===== src/rtl/mc_core_ctrl_if.sv =====
`default_nettype none
// +--------------------------------------------------------------------------+
// | mc_core_ctrl_if : decode inputs, datapath controls and status of the     |
// |                   multi-cycle RV32I control FSM.  Rev 1.0                |
// +--------------------------------------------------------------------------+
interface mc_core_ctrl_if #(
  parameter int CNT_W = 32
);
  logic [6:0]       opcode;
  logic [2:0]       funct3;
  logic             funct7_5;
  logic             br_taken;
  logic             mem_ready;
  logic             pc_write;
  logic             ir_write;
  logic             reg_write;
  logic             mem_req;
  logic             mem_write;
  logic             adr_src;
  logic [1:0]       alu_src_a;
  logic [1:0]       alu_src_b;
  logic [1:0]       result_src;
  logic [3:0]       alu_ctrl;
  logic             trap;
  logic [1:0]       trap_cause;
  logic [CNT_W-1:0] instret;
  logic [3:0]       state_o;

  modport master (
    input  opcode, funct3, funct7_5, br_taken, mem_ready,
    output pc_write, ir_write, reg_write, mem_req, mem_write, adr_src,
           alu_src_a, alu_src_b, result_src, alu_ctrl,
           trap, trap_cause, instret, state_o
  );

  modport slave (
    output opcode, funct3, funct7_5, br_taken, mem_ready,
    input  pc_write, ir_write, reg_write, mem_req, mem_write, adr_src,
           alu_src_a, alu_src_b, result_src, alu_ctrl,
           trap, trap_cause, instret, state_o
  );
endinterface
`default_nettype wire


===== src/rtl/mc_core_ctrl.sv =====
`default_nettype none
// +--------------------------------------------------------------------------+
// | mc_core_ctrl : main control FSM of a multi-cycle RV32I core, with memory |
// |                wait handling, retire counter and trap.  Rev 1.0          |
// +--------------------------------------------------------------------------+
module mc_core_ctrl #(
  parameter int TIMEOUT_CYCLES = 255,
  parameter int CNT_W          = 32
) (
  input  wire logic      clk,
  input  wire logic      rst_n,
  mc_core_ctrl_if.master bus
);

  typedef enum logic [3:0] {
    S_IDLE   = 4'd0,  S_FETCH  = 4'd1,  S_DECODE = 4'd2,  S_MEMADR = 4'd3,
    S_MEMRD  = 4'd4,  S_MEMWB  = 4'd5,  S_MEMWR  = 4'd6,  S_EXER   = 4'd7,
    S_EXEI   = 4'd8,  S_ALUWB  = 4'd9,  S_BRANCH = 4'd10, S_JAL    = 4'd11,
    S_JALR   = 4'd12, S_LINK   = 4'd13, S_EXEU   = 4'd14, S_TRAP   = 4'd15
  } state_t;

  localparam logic [3:0] C_ADD = 4'd0, C_SUB = 4'd1, C_AND = 4'd2, C_OR  = 4'd3,
                         C_XOR = 4'd4, C_SLL = 4'd5, C_SRL = 4'd6, C_SRA = 4'd7,
                         C_SLT = 4'd8, C_SLTU = 4'd9;
  localparam logic [1:0] C_A_PC = 2'd0, C_A_OLDPC = 2'd1, C_A_RS1 = 2'd2, C_A_ZERO = 2'd3;
  localparam logic [1:0] C_B_RS2 = 2'd0, C_B_IMM = 2'd1, C_B_FOUR = 2'd2;
  localparam logic [1:0] C_R_ALUOUT = 2'd0, C_R_RDATA = 2'd1, C_R_ALU = 2'd2;
  localparam logic [1:0] C_CAUSE_ILL = 2'd1, C_CAUSE_TMO = 2'd2;
  localparam logic [31:0] C_TO_LAST = (TIMEOUT_CYCLES == 0) ? 32'd0 : 32'(TIMEOUT_CYCLES - 1);

  state_t           state_q, state_d;
  logic [31:0]      to_cnt_q;
  logic             trap_q;
  logic [1:0]       cause_q, cause_d;
  logic [CNT_W-1:0] instret_q;
  logic             in_wait, timeout_hit, retire;

  function automatic logic [3:0] f3_op(input logic [2:0] f3, input logic allow_sub,
                                       input logic f7);
    case (f3)
      3'b000:  f3_op = (allow_sub && f7) ? C_SUB : C_ADD;
      3'b001:  f3_op = C_SLL;
      3'b010:  f3_op = C_SLT;
      3'b011:  f3_op = C_SLTU;
      3'b100:  f3_op = C_XOR;
      3'b101:  f3_op = f7 ? C_SRA : C_SRL;
      3'b110:  f3_op = C_OR;
      default: f3_op = C_AND;
    endcase
  endfunction

  // Timeout fires on the cycle whose not-ready would make the count reach the limit.
  assign in_wait     = (state_q == S_FETCH) || (state_q == S_MEMRD) || (state_q == S_MEMWR);
  assign timeout_hit = (TIMEOUT_CYCLES != 0) && in_wait && !bus.mem_ready &&
                       (to_cnt_q == C_TO_LAST);
  assign retire      = (state_q == S_MEMWB) || (state_q == S_ALUWB) || (state_q == S_BRANCH) ||
                       ((state_q == S_MEMWR) && bus.mem_ready);

  always_comb begin
    state_d = state_q;
    cause_d = 2'd0;
    case (state_q)
      S_IDLE:   state_d = S_FETCH;
      S_FETCH, S_MEMRD, S_MEMWR: begin
        if (bus.mem_ready) begin
          state_d = (state_q == S_FETCH) ? S_DECODE :
                    (state_q == S_MEMRD) ? S_MEMWB  : S_FETCH;
        end else if (timeout_hit) begin
          state_d = S_TRAP;
          cause_d = C_CAUSE_TMO;
        end
      end
      S_DECODE: begin
        case (bus.opcode)
          7'b0000011, 7'b0100011: state_d = S_MEMADR;
          7'b0110011:             state_d = S_EXER;
          7'b0010011:             state_d = S_EXEI;
          7'b1100011:             state_d = S_BRANCH;
          7'b1101111:             state_d = S_JAL;
          7'b1100111:             state_d = S_JALR;
          7'b0110111, 7'b0010111: state_d = S_EXEU;
          default: begin
            state_d = S_TRAP;
            cause_d = C_CAUSE_ILL;
          end
        endcase
      end
      S_MEMADR: state_d = bus.opcode[5] ? S_MEMWR : S_MEMRD;
      S_MEMWB, S_ALUWB, S_BRANCH: state_d = S_FETCH;
      S_EXER, S_EXEI, S_EXEU, S_JAL, S_LINK: state_d = S_ALUWB;
      S_JALR:   state_d = S_LINK;
      default:  state_d = S_TRAP;
    endcase
  end

  always_ff @(posedge clk or negedge rst_n) begin
    if (!rst_n) begin
      state_q   <= S_IDLE;
      to_cnt_q  <= '0;
      trap_q    <= 1'b0;
      cause_q   <= 2'd0;
      instret_q <= '0;
    end else begin
      state_q <= state_d;
      if (state_d != state_q) begin
        to_cnt_q <= '0;
      end else if (in_wait && !bus.mem_ready && (to_cnt_q != '1)) begin
        to_cnt_q <= to_cnt_q + 32'd1;
      end
      if ((state_d == S_TRAP) && (state_q != S_TRAP)) begin
        trap_q  <= 1'b1;
        cause_q <= cause_d;
      end
      if (retire) begin
        instret_q <= instret_q + CNT_W'(1);
      end
    end
  end

  always_comb begin
    bus.pc_write   = 1'b0;
    bus.ir_write   = 1'b0;
    bus.reg_write  = 1'b0;
    bus.mem_req    = 1'b0;
    bus.mem_write  = 1'b0;
    bus.adr_src    = 1'b0;
    bus.alu_src_a  = C_A_PC;
    bus.alu_src_b  = C_B_RS2;
    bus.result_src = C_R_ALUOUT;
    bus.alu_ctrl   = C_ADD;
    case (state_q)
      S_FETCH: begin
        bus.mem_req    = 1'b1;
        bus.alu_src_b  = C_B_FOUR;
        bus.result_src = C_R_ALU;
        bus.ir_write   = bus.mem_ready;
        bus.pc_write   = bus.mem_ready;
      end
      S_DECODE: begin
        bus.alu_src_a = C_A_OLDPC;
        bus.alu_src_b = C_B_IMM;
      end
      S_MEMADR: begin
        bus.alu_src_a = C_A_RS1;
        bus.alu_src_b = C_B_IMM;
      end
      S_MEMRD: begin
        bus.mem_req = 1'b1;
        bus.adr_src = 1'b1;
      end
      S_MEMWB: begin
        bus.result_src = C_R_RDATA;
        bus.reg_write  = 1'b1;
      end
      S_MEMWR: begin
        bus.mem_req   = 1'b1;
        bus.mem_write = 1'b1;
        bus.adr_src   = 1'b1;
      end
      S_EXER: begin
        bus.alu_src_a = C_A_RS1;
        bus.alu_ctrl  = f3_op(bus.funct3, 1'b1, bus.funct7_5);
      end
      S_EXEI: begin
        bus.alu_src_a = C_A_RS1;
        bus.alu_src_b = C_B_IMM;
        bus.alu_ctrl  = f3_op(bus.funct3, 1'b0, bus.funct7_5);
      end
      S_EXEU: begin
        bus.alu_src_a = bus.opcode[5] ? C_A_ZERO : C_A_OLDPC;
        bus.alu_src_b = C_B_IMM;
      end
      S_ALUWB: bus.reg_write = 1'b1;
      S_BRANCH: begin
        bus.alu_src_a = C_A_RS1;
        bus.alu_ctrl  = C_SUB;
        bus.pc_write  = bus.br_taken;
      end
      S_JAL, S_LINK: begin
        bus.alu_src_a = C_A_OLDPC;
        bus.alu_src_b = C_B_FOUR;
        bus.pc_write  = (state_q == S_JAL);
      end
      S_JALR: begin
        bus.alu_src_a  = C_A_RS1;
        bus.alu_src_b  = C_B_IMM;
        bus.result_src = C_R_ALU;
        bus.pc_write   = 1'b1;
      end
      default: ;
    endcase
  end

  assign bus.trap       = trap_q;
  assign bus.trap_cause = cause_q;
  assign bus.instret    = instret_q;
  assign bus.state_o    = state_q;

endmodule
`default_nettype wire

===== src/flat_wrapper.sv =====
// flat-port wrapper written by rule: the top's interface ports become plain ports
module mc_core_ctrl_flat 
#(
  parameter int TIMEOUT_CYCLES = 255,
  parameter int CNT_W          = 32
)
  (clk, rst_n, bus_opcode, bus_funct3, bus_funct7_5, bus_br_taken, bus_mem_ready, bus_pc_write, bus_ir_write, bus_reg_write, bus_mem_req, bus_mem_write, bus_adr_src, bus_alu_src_a, bus_alu_src_b, bus_result_src, bus_alu_ctrl, bus_trap, bus_trap_cause, bus_instret, bus_state_o);
  mc_core_ctrl_if #(.CNT_W(CNT_W)) bus_i ();
  input  wire logic clk;
  input  wire logic rst_n;
  input wire logic [$bits(bus_i.opcode)-1:0] bus_opcode;
  input wire logic [$bits(bus_i.funct3)-1:0] bus_funct3;
  input wire logic [$bits(bus_i.funct7_5)-1:0] bus_funct7_5;
  input wire logic [$bits(bus_i.br_taken)-1:0] bus_br_taken;
  input wire logic [$bits(bus_i.mem_ready)-1:0] bus_mem_ready;
  output wire logic [$bits(bus_i.pc_write)-1:0] bus_pc_write;
  output wire logic [$bits(bus_i.ir_write)-1:0] bus_ir_write;
  output wire logic [$bits(bus_i.reg_write)-1:0] bus_reg_write;
  output wire logic [$bits(bus_i.mem_req)-1:0] bus_mem_req;
  output wire logic [$bits(bus_i.mem_write)-1:0] bus_mem_write;
  output wire logic [$bits(bus_i.adr_src)-1:0] bus_adr_src;
  output wire logic [$bits(bus_i.alu_src_a)-1:0] bus_alu_src_a;
  output wire logic [$bits(bus_i.alu_src_b)-1:0] bus_alu_src_b;
  output wire logic [$bits(bus_i.result_src)-1:0] bus_result_src;
  output wire logic [$bits(bus_i.alu_ctrl)-1:0] bus_alu_ctrl;
  output wire logic [$bits(bus_i.trap)-1:0] bus_trap;
  output wire logic [$bits(bus_i.trap_cause)-1:0] bus_trap_cause;
  output wire logic [$bits(bus_i.instret)-1:0] bus_instret;
  output wire logic [$bits(bus_i.state_o)-1:0] bus_state_o;
  assign bus_i.opcode = bus_opcode;
  assign bus_i.funct3 = bus_funct3;
  assign bus_i.funct7_5 = bus_funct7_5;
  assign bus_i.br_taken = bus_br_taken;
  assign bus_i.mem_ready = bus_mem_ready;
  assign bus_pc_write = bus_i.pc_write;
  assign bus_ir_write = bus_i.ir_write;
  assign bus_reg_write = bus_i.reg_write;
  assign bus_mem_req = bus_i.mem_req;
  assign bus_mem_write = bus_i.mem_write;
  assign bus_adr_src = bus_i.adr_src;
  assign bus_alu_src_a = bus_i.alu_src_a;
  assign bus_alu_src_b = bus_i.alu_src_b;
  assign bus_result_src = bus_i.result_src;
  assign bus_alu_ctrl = bus_i.alu_ctrl;
  assign bus_trap = bus_i.trap;
  assign bus_trap_cause = bus_i.trap_cause;
  assign bus_instret = bus_i.instret;
  assign bus_state_o = bus_i.state_o;
  mc_core_ctrl #(.TIMEOUT_CYCLES(TIMEOUT_CYCLES), .CNT_W(CNT_W)) u_core (.clk(clk), .rst_n(rst_n), .bus(bus_i));
endmodule

===== config.mk =====
export PLATFORM = sky130hd
export DESIGN_NAME = mc_core_ctrl_flat
export DESIGN_NICKNAME = d
export VERILOG_FILES = /design/src/rtl/mc_core_ctrl_if.sv /design/src/rtl/mc_core_ctrl.sv /design/src/flat_wrapper.sv
export SDC_FILE = /design/constraint.sdc
export NUM_CORES = 1
export LEC_CHECK = 0
export CORE_MARGIN = 2
export CORE_UTILIZATION = 58
export CTS_CLUSTER_DIAMETER = 100
export DETAILED_ROUTE_END_ITERATION = 10
export GPL_ROUTABILITY_DRIVEN = 0
export PLACE_DENSITY = 0.89
export SYNTH_ARGS = -nofsm -noshare
export SYNTH_HDL_FRONTEND = slang
export SYNTH_SLANG_ARGS = --single-unit

===== constraint.sdc =====
create_clock -name clk -period 6.35 [get_ports clk]
set_input_delay 0.635 -clock clk [delete_from_list [all_inputs] [get_ports clk]]
set_output_delay 0.635 -clock clk [all_outputs]
set_load 0.01 [all_outputs]

==> results of run 1 <==
[power groups by stage]
stage          Clock, W  Sequential [W]  Combinational [W]
3_3_place_gp          0        0.000575           0.000624
3_5_place_dp          0        0.000579           0.000643
4_1_cts        0.000458        0.000571           0.000650
5_1_grt        0.000479        0.000584           0.000704
2_1_floorplan         0        0.000537           0.000445
6_report       0.000453        0.000574           0.000653
[layout make-up]
type	count	area, um^2	area share
Clock buffer	10	137.6	0.02622
Tap cell	99	123.9	0.02359
Timing Repair Buffer	73	715.7	0.1363
Inverter	14	52.55	0.01001
Sequential cell	71	1777	0.3384
Multi-Input combinational cell	367	2327	0.4433
Clock inverter	6	116.4	0.02216
[sequential cells by signal, indices dropped and copies added, names as in the netlist]
register               count
u_core.bus.trap_cause      2
u_core.bus.instret        32
u_core.bus.trap            1
u_core.to_cnt_q           32
u_core.bus.state_o         4
[cell families (layout without fill, tap and decap cells)]
group	Yosys count	count (layout)	synth area share
buffers and inverters	36	103	0.03787
XOR/XNOR	63	63	0.1339
AO/OA/AOI/OAI	52	52	0.08984
multiplexers	3	3	0.007340
AND/OR/NAND/NOR	245	245	0.3030
adder cells (fa/ha/maj)	4	4	0.01116
flip-flops	71	71	0.4169
[layout by cell type (no fill, tap or decap), types with 6 or more instances in the layout]
master and count:
nand3_1 23, and3_1 6, o21ai_0 11, nand4_1 18, nor3_1 51, xnor2_1 40, inv_1 14, nor4_1 10
nor2_1 44, xor2_1 22, clkbuf_8 10, nand2_1 47, a21oi_1 8, nand2b_1 9, clkdlybuf4s50_1 68, dfrtp_1 71
[per-stage QoR]
| step | area (um^2) | setup slack [ns] |
|---|---|---|
| final | 5250 | 2.787 |
| after global routing | 5250 | 2.586 |
| after CTS | 5250 | 2.812 |
| after detailed placement | 4996 | 3.032 |
| after global placement | 4996 | 3.124 |
| after floorplan | 4262 | 3.872 |
[worst paths after layout]
kind / startpoint / to / slack, ns / cells after the start
setup reg to reg: u_core.bus.state_o[1]$_DFF_PN0_ / u_core.to_cnt_q[1]$_DFFE_PN0P_ / 3.31 / 7
hold / removal: u_core.bus.instret[31]$_DFFE_PN0P_ / u_core.bus.instret[31]$_DFFE_PN0P_ / 0.47 / 1
max in group asynchronous: rst_n / u_core.bus.instret[12]$_DFFE_PN0P_ / 5.29 / 2
setup / recovery: u_core.bus.state_o[2]$_DFF_PN0_ / bus_alu_ctrl[0] / 2.79 / 7
hold reg to reg: u_core.bus.instret[31]$_DFFE_PN0P_ / u_core.bus.instret[31]$_DFFE_PN0P_ / 0.47 / 1
min in group asynchronous: rst_n / u_core.to_cnt_q[14]$_DFFE_PN0P_ / 0.48 / 2
[routing by layer]
| layer | part of all wire | up-vias |
|---|---|---|
| met5 | 0 | - |
| met4 | 0.015 | 0 |
| met3 | 0.056 | 18 |
| met2 | 0.52 | 143 |
| met1 | 0.41 | 1871 |
| li1 | - | 1812 |
==> flow_metrics.env, run 1 <==
export IMPL_switching_share=0.3854
export IMPL_grt_pass1_wl_um=17730
export IMPL_ir_worst_vdd_v=0.0002937
export IMPL_path_class="reg -> out"
export IMPL_ys_types=60
export IMPL_ant_nets=0
export IMPL_maxSlewHeadroom=0.3990
export IMPL_numCtsBuffers=9
export IMPL_p_seq_frac=0.342
export IMPL_path_cells="nor2b_1 > a41oi_1 > o221a_2 > o21ai_0 > nand2_1 > o21ai_0 > clkdlybuf4s50_1"
export IMPL_powerDensity_nw_per_um2=320.0
export IMPL_synth_cells=474
export IMPL_clock_sinks=71
export IMPL_leakage_nw=1.991
export IMPL_detail_route_wl_per_cell_um=16.48
export IMPL_drive_gt1_frac=0.06285
export IMPL_cts_root_buffer="clkbuf_8"
export IMPL_grt_overflow_total=0
export IMPL_synth_enable_flop_cells=0
export IMPL_rows=31
export IMPL_detail_route_first_pass_iterations=7
export IMPL_numPortBuffers=69
export IMPL_htreeDepth=3
export IMPL_setup_violations=0
export IMPL_fin_hold_ws_ns=0.4747
export IMPL_slowest_delay_ns=0.94
export IMPL_post_cts_buffers=0
export IMPL_critPathArrivalTime_ns=2.93
export IMPL_grt_use_met1=0.3237
export IMPL_drv_cap=0
export IMPL_grt_pass1_vias=3757
export IMPL_routed_wl_um=10550
export IMPL_chipWidth_um=89.72
export IMPL_yosysTopAreaCellShare=0.4169
export IMPL_grt_antenna_before_repair=0
export IMPL_finish_utilization=0.7316
export IMPL_ys_seq_area_frac=0.4169
export IMPL_die_y_um=89.72
export IMPL_cpMaxStageDelayCell="dfrtp_1"
export IMPL_placed_cells=624
export IMPL_initial_core_util=0.5939
export IMPL_slew_violations=0
export IMPL_drt_initial_drc_count=328
export IMPL_ctsResizeCount=0
export IMPL_top_usage_layer="met2"
export IMPL_tns_ns=0
export IMPL_routed_via_count=3844
export IMPL_io_pin_count=70
export IMPL_crit_path_start_kind="flop"
export IMPL_clock_latency_ns=0.34
export IMPL_syn_to_final_growth_pct=23.19
export IMPL_status="finished, final reports clean"
export IMPL_ctsLongestPathBuffers=2
export IMPL_endpoint_kind="primary output"
export IMPL_yosysWarnings=0
export IMPL_grt_max_degree=72
export IMPL_crit_required_ns=5.71
export IMPL_synth_largest_area_cell="dfrtp_1"
export IMPL_die_area_um2=8049
export IMPL_rsz0062_at_grt="no"
export IMPL_cts_hold_fix_buffers=0
export IMPL_final_nets=554
export IMPL_syn_area_um2=4262
export IMPL_p_comb_frac=0.389
export IMPL_post_route_period_util=0.5611
export IMPL_drc_errors=0
export IMPL_cp_max_fo=28
export IMPL_synth_most_common_cell="dfrtp_1"
export IMPL_grtUsageTotal=0.2652
export IMPL_finalHoldViolCount=0
export IMPL_fin_total_pwr_w=0.001680
export IMPL_critPathTopFamily="flip-flops"
export IMPL_p_int_w=0.001032
export IMPL_p_sw_w=0.0006475
export IMPL_place_hpwl_um=7221
export IMPL_min_path_type="reg -> reg"
export IMPL_met2_usage=0.4678
export IMPL_netlist_top_cells_area="dfrtp_1, xnor2_1, nor3_1"
export IMPL_clkPwrFrac=0.270
export IMPL_ys_ff_latch=71
export IMPL_cts_tree="built"
export IMPL_use_met3=0.06287
export IMPL_yosys_most_used_dff="dfrtp_1"
export IMPL_worstMarginPinSlew_ns=0.9015
export IMPL_cp_buffers_inverters=1
export IMPL_core_area_um2=7176
export IMPL_diodes=0
export IMPL_synthTopCellsByCount="dfrtp_1, nor3_1, nand2_1"
export IMPL_syn_mean_instance_area_um2=8.991
export IMPL_viasPerCell=6.006
export IMPL_min_period_ns=3.563
export IMPL_fmax_mhz=280.7
export IMPL_synthesis_nets=492
export IMPL_finClkSkew_ns=0.008602
export IMPL_synthArstFlopShare=1.000
export IMPL_cp_common_cell="o21ai_0"
export IMPL_fillers=521
export IMPL_clk_pin_slew_ns=0.08
export IMPL_instances_no_fill=640
(Power assumes the default switching activity.)
==> run 2, diff against run 1 <==
--- a/config.mk
+++ b/config.mk
@@ -6,11 +6,11 @@
 export NUM_CORES = 1
 export LEC_CHECK = 0
 export CORE_MARGIN = 2
-export CORE_UTILIZATION = 58
+export CORE_UTILIZATION = 54
 export CTS_CLUSTER_DIAMETER = 100
 export DETAILED_ROUTE_END_ITERATION = 10
 export GPL_ROUTABILITY_DRIVEN = 0
-export PLACE_DENSITY = 0.89
+export PLACE_DENSITY = 0.84
 export SYNTH_ARGS = -nofsm -noshare
 export SYNTH_HDL_FRONTEND = slang
 export SYNTH_SLANG_ARGS = --single-unit
==> constraint.sdc (replaced) <==
create_clock -name clk -period 3.45 [get_ports clk]
set_input_delay 0.345 -clock clk [delete_from_list [all_inputs] [get_ports clk]]
set_output_delay 0.345 -clock clk [all_outputs]
set_load 0.01 [all_outputs]
==> run 2 against run 1 <==
- global-route usage decreased by 1.8 points
- highest routed layer unchanged
- critical path type unchanged
- worst hold slack better by 0.0070 ns
- via count is 1.4% lower
- clock power is 32% higher
==> flow_metrics.env, run 2 (same netlist as run 1, synthesis figures left out) <==
export IMPL_rows=32
export IMPL_chipWidth_um=92.84
export IMPL_slowest_delay_ns=0.74
export IMPL_ir_worst_vdd_v=0.0004677
export IMPL_detail_route_wl_per_cell_um=15.31
export IMPL_drv_cap=0
export IMPL_maxSlewHeadroom=0.4682
export IMPL_powerDensity_nw_per_um2=552.1
export IMPL_drive_gt1_frac=0.08303
export IMPL_io_pin_count=70
export IMPL_routed_wl_um=10050
export IMPL_diodes=0
export IMPL_final_cell_mix="dfrtp_1, clkdlybuf4s50_1, nor3_1"
export IMPL_grt_pass1_wl_um=17350
export IMPL_core_area_um2=7687
export IMPL_min_path_type="reg -> reg"
export IMPL_status="finished, final reports clean"
export IMPL_cts_root_buffer="clkbuf_8"
export IMPL_cpMaxStageDelayCell="dfrtp_1"
export IMPL_routed_via_count=3789
export IMPL_crit_path_start_kind="flop"
export IMPL_detail_route_first_pass_iterations=5
export IMPL_cp_max_fo=22
export IMPL_grt_antenna_before_repair=0
export IMPL_seqCellArea_um2=1777
export IMPL_layout_setup_ws_ns=0.2949
export IMPL_numCtsBuffers=9
export IMPL_final_nets=567
export IMPL_place_hpwl_um=7177
export IMPL_viasPerCell=5.776
export IMPL_tns_ns=0
export IMPL_rr_worst_depth=7
export IMPL_cp_num_cells=8
export IMPL_drc_errors=0
export IMPL_drt_initial_drc_count=274
export IMPL_grt_overflow_total=0
export IMPL_initial_core_util=0.5544
export IMPL_ant_nets=0
export IMPL_endpoint_kind="primary output"
export IMPL_grt_max_degree=33
export IMPL_min_period_ns=3.155
export IMPL_rsz0062_at_grt="no"
export IMPL_leakage_nw=2.011
export IMPL_multi_input_area_um2=2327
export IMPL_crit_required_ns=3.11
export IMPL_grt_pass1_vias=3709
export IMPL_layout_commonest_cell="dfrtp_1"
export IMPL_clk_pin_slew_ns=0.09
export IMPL_critPathTopFamily="buffers and inverters"
export IMPL_fmax_mhz=316.9
export IMPL_syn_to_final_growth_pct=23.84
export IMPL_whs_path_depth=1
export IMPL_cp_common_cell="o21ai_0"
export IMPL_finalHoldViolCount=0
export IMPL_post_route_period_util=0.9145
export IMPL_numPortBuffers=69
export IMPL_htreeDepth=3
export IMPL_cts_tree="built"
export IMPL_grtUsageTotal=0.2468
export IMPL_die_y_um=92.84
export IMPL_path_class="reg -> out"
export IMPL_setup_violations=0
export IMPL_critPathArrivalTime_ns=2.81
export IMPL_clock_sinks=71
export IMPL_cp_buffers_inverters=2
export IMPL_ctsLongestPathBuffers=2
export IMPL_fillers=610
export IMPL_worstMarginPinSlew_ns=0.7867
export IMPL_ctsResizeCount=0
export IMPL_finClkSkew_ns=0.01693
export IMPL_pre_cts_ws_ns=0.4918
export IMPL_die_area_um2=8618
export IMPL_slew_violations=0
export IMPL_path_cells="buf_4 > nor2b_1 > a41oi_1 > o221a_2 > o21ai_0 > nand2_1 > o21ai_0 > clkdlybuf4s50_1"
export IMPL_clock_latency_ns=0.34
run 2: changes by cell type in the layout (fill, tap and decap cells not counted), sizes merged:
cell | previous run | this run
clkbuf | 10 | 9
inv | 15 | 17
dlygate4sd3 | 0 | 1
bufinv | 3 | 0
clkinvlp | 0 | 3
buf | 5 | 17
clkinv | 2 | 1
run 2: layout make-up:
cell class / instances / area share
Inverter: 14 / 0.009957
Clock buffer: 9 / 0.02347
Timing Repair Buffer: 86 / 0.1546
Sequential cell: 71 / 0.3367
Tap cell: 102 / 0.02418
Clock inverter: 7 / 0.01019
Multi-Input combinational cell: 367 / 0.4410
run 2: per-layer routing:
layer | GRT usage | up-vias | wire length (um) | share of wire
met5 | 0 | - | 0 | 0
met1 | 0.3339 | 1816 | 4667 | 0.46
li1 | - | 1841 | - | -
met4 | 0.07108 | 0 | 138 | 0.014
met2 | 0.3913 | 115 | 4745 | 0.47
met3 | 0.06672 | 17 | 495 | 0.049
run 2: path summary, 6_finish.rpt:
kind,from,end,slack [ns]
max in group asynchronous,rst_n,u_core.bus.instret[12]$_DFFE_PN0P_,2.18
worst max register to register,u_core.bus.state_o[2]$_DFF_PN0_,u_core.bus.instret[24]$_DFFE_PN0P_,0.56
min in group asynchronous,rst_n,u_core.to_cnt_q[25]$_DFFE_PN0P_,0.49
worst min register to register,u_core.bus.instret[31]$_DFFE_PN0P_,u_core.bus.instret[31]$_DFFE_PN0P_,0.48
worst min-delay path,u_core.bus.instret[31]$_DFFE_PN0P_,u_core.bus.instret[31]$_DFFE_PN0P_,0.48
worst max-delay path,u_core.bus.state_o[2]$_DFF_PN0_,bus_alu_ctrl[0],0.29
run 2: report_power, final:
group,internal [W],switching (W),total (W)
Sequential,0.000890,0.000124,0.00101
Combinational,0.000575,0.000726,0.00130
Clock,0.000267,0.000332,0.000599
run 2: metrics by stage:
| step | util | instances | hold WS (ns) | cell area (um^2) | total power, W |
|---|---|---|---|---|---|
| after floorplan | - | 474 | 0.04941 | 4262 | 0.001807 |
| after global placement | 0.6621 | 639 | 0.3288 | 5090 | 0.002303 |
| after detailed placement | 0.6621 | 639 | 0.3350 | 5090 | 0.002317 |
| after CTS | 0.6865 | 656 | 0.4817 | 5278 | 0.002919 |
| after global routing | 0.6865 | 656 | 0.4965 | 5278 | 0.003095 |
| final | 0.6865 | 656 | 0.4818 | 5278 | 0.002914 |
run 2: what timing repair did:
action / in CTS / in global routing
buffers inserted: 0 / 0
hold buffers: 1 / 0
endpoints found under the hold margin: 19 / 0
==> run 3, diff against run 2 <==
--- a/config.mk
+++ b/config.mk
@@ -11,6 +11,7 @@
 export DETAILED_ROUTE_END_ITERATION = 10
 export GPL_ROUTABILITY_DRIVEN = 0
 export PLACE_DENSITY = 0.84
+export SLEW_MARGIN = 20
 export SYNTH_ARGS = -nofsm -noshare
 export SYNTH_HDL_FRONTEND = slang
 export SYNTH_SLANG_ARGS = --single-unit
==> results of run 3 <==
No change in the layout: final DEF, timing and power equal those of run 2.
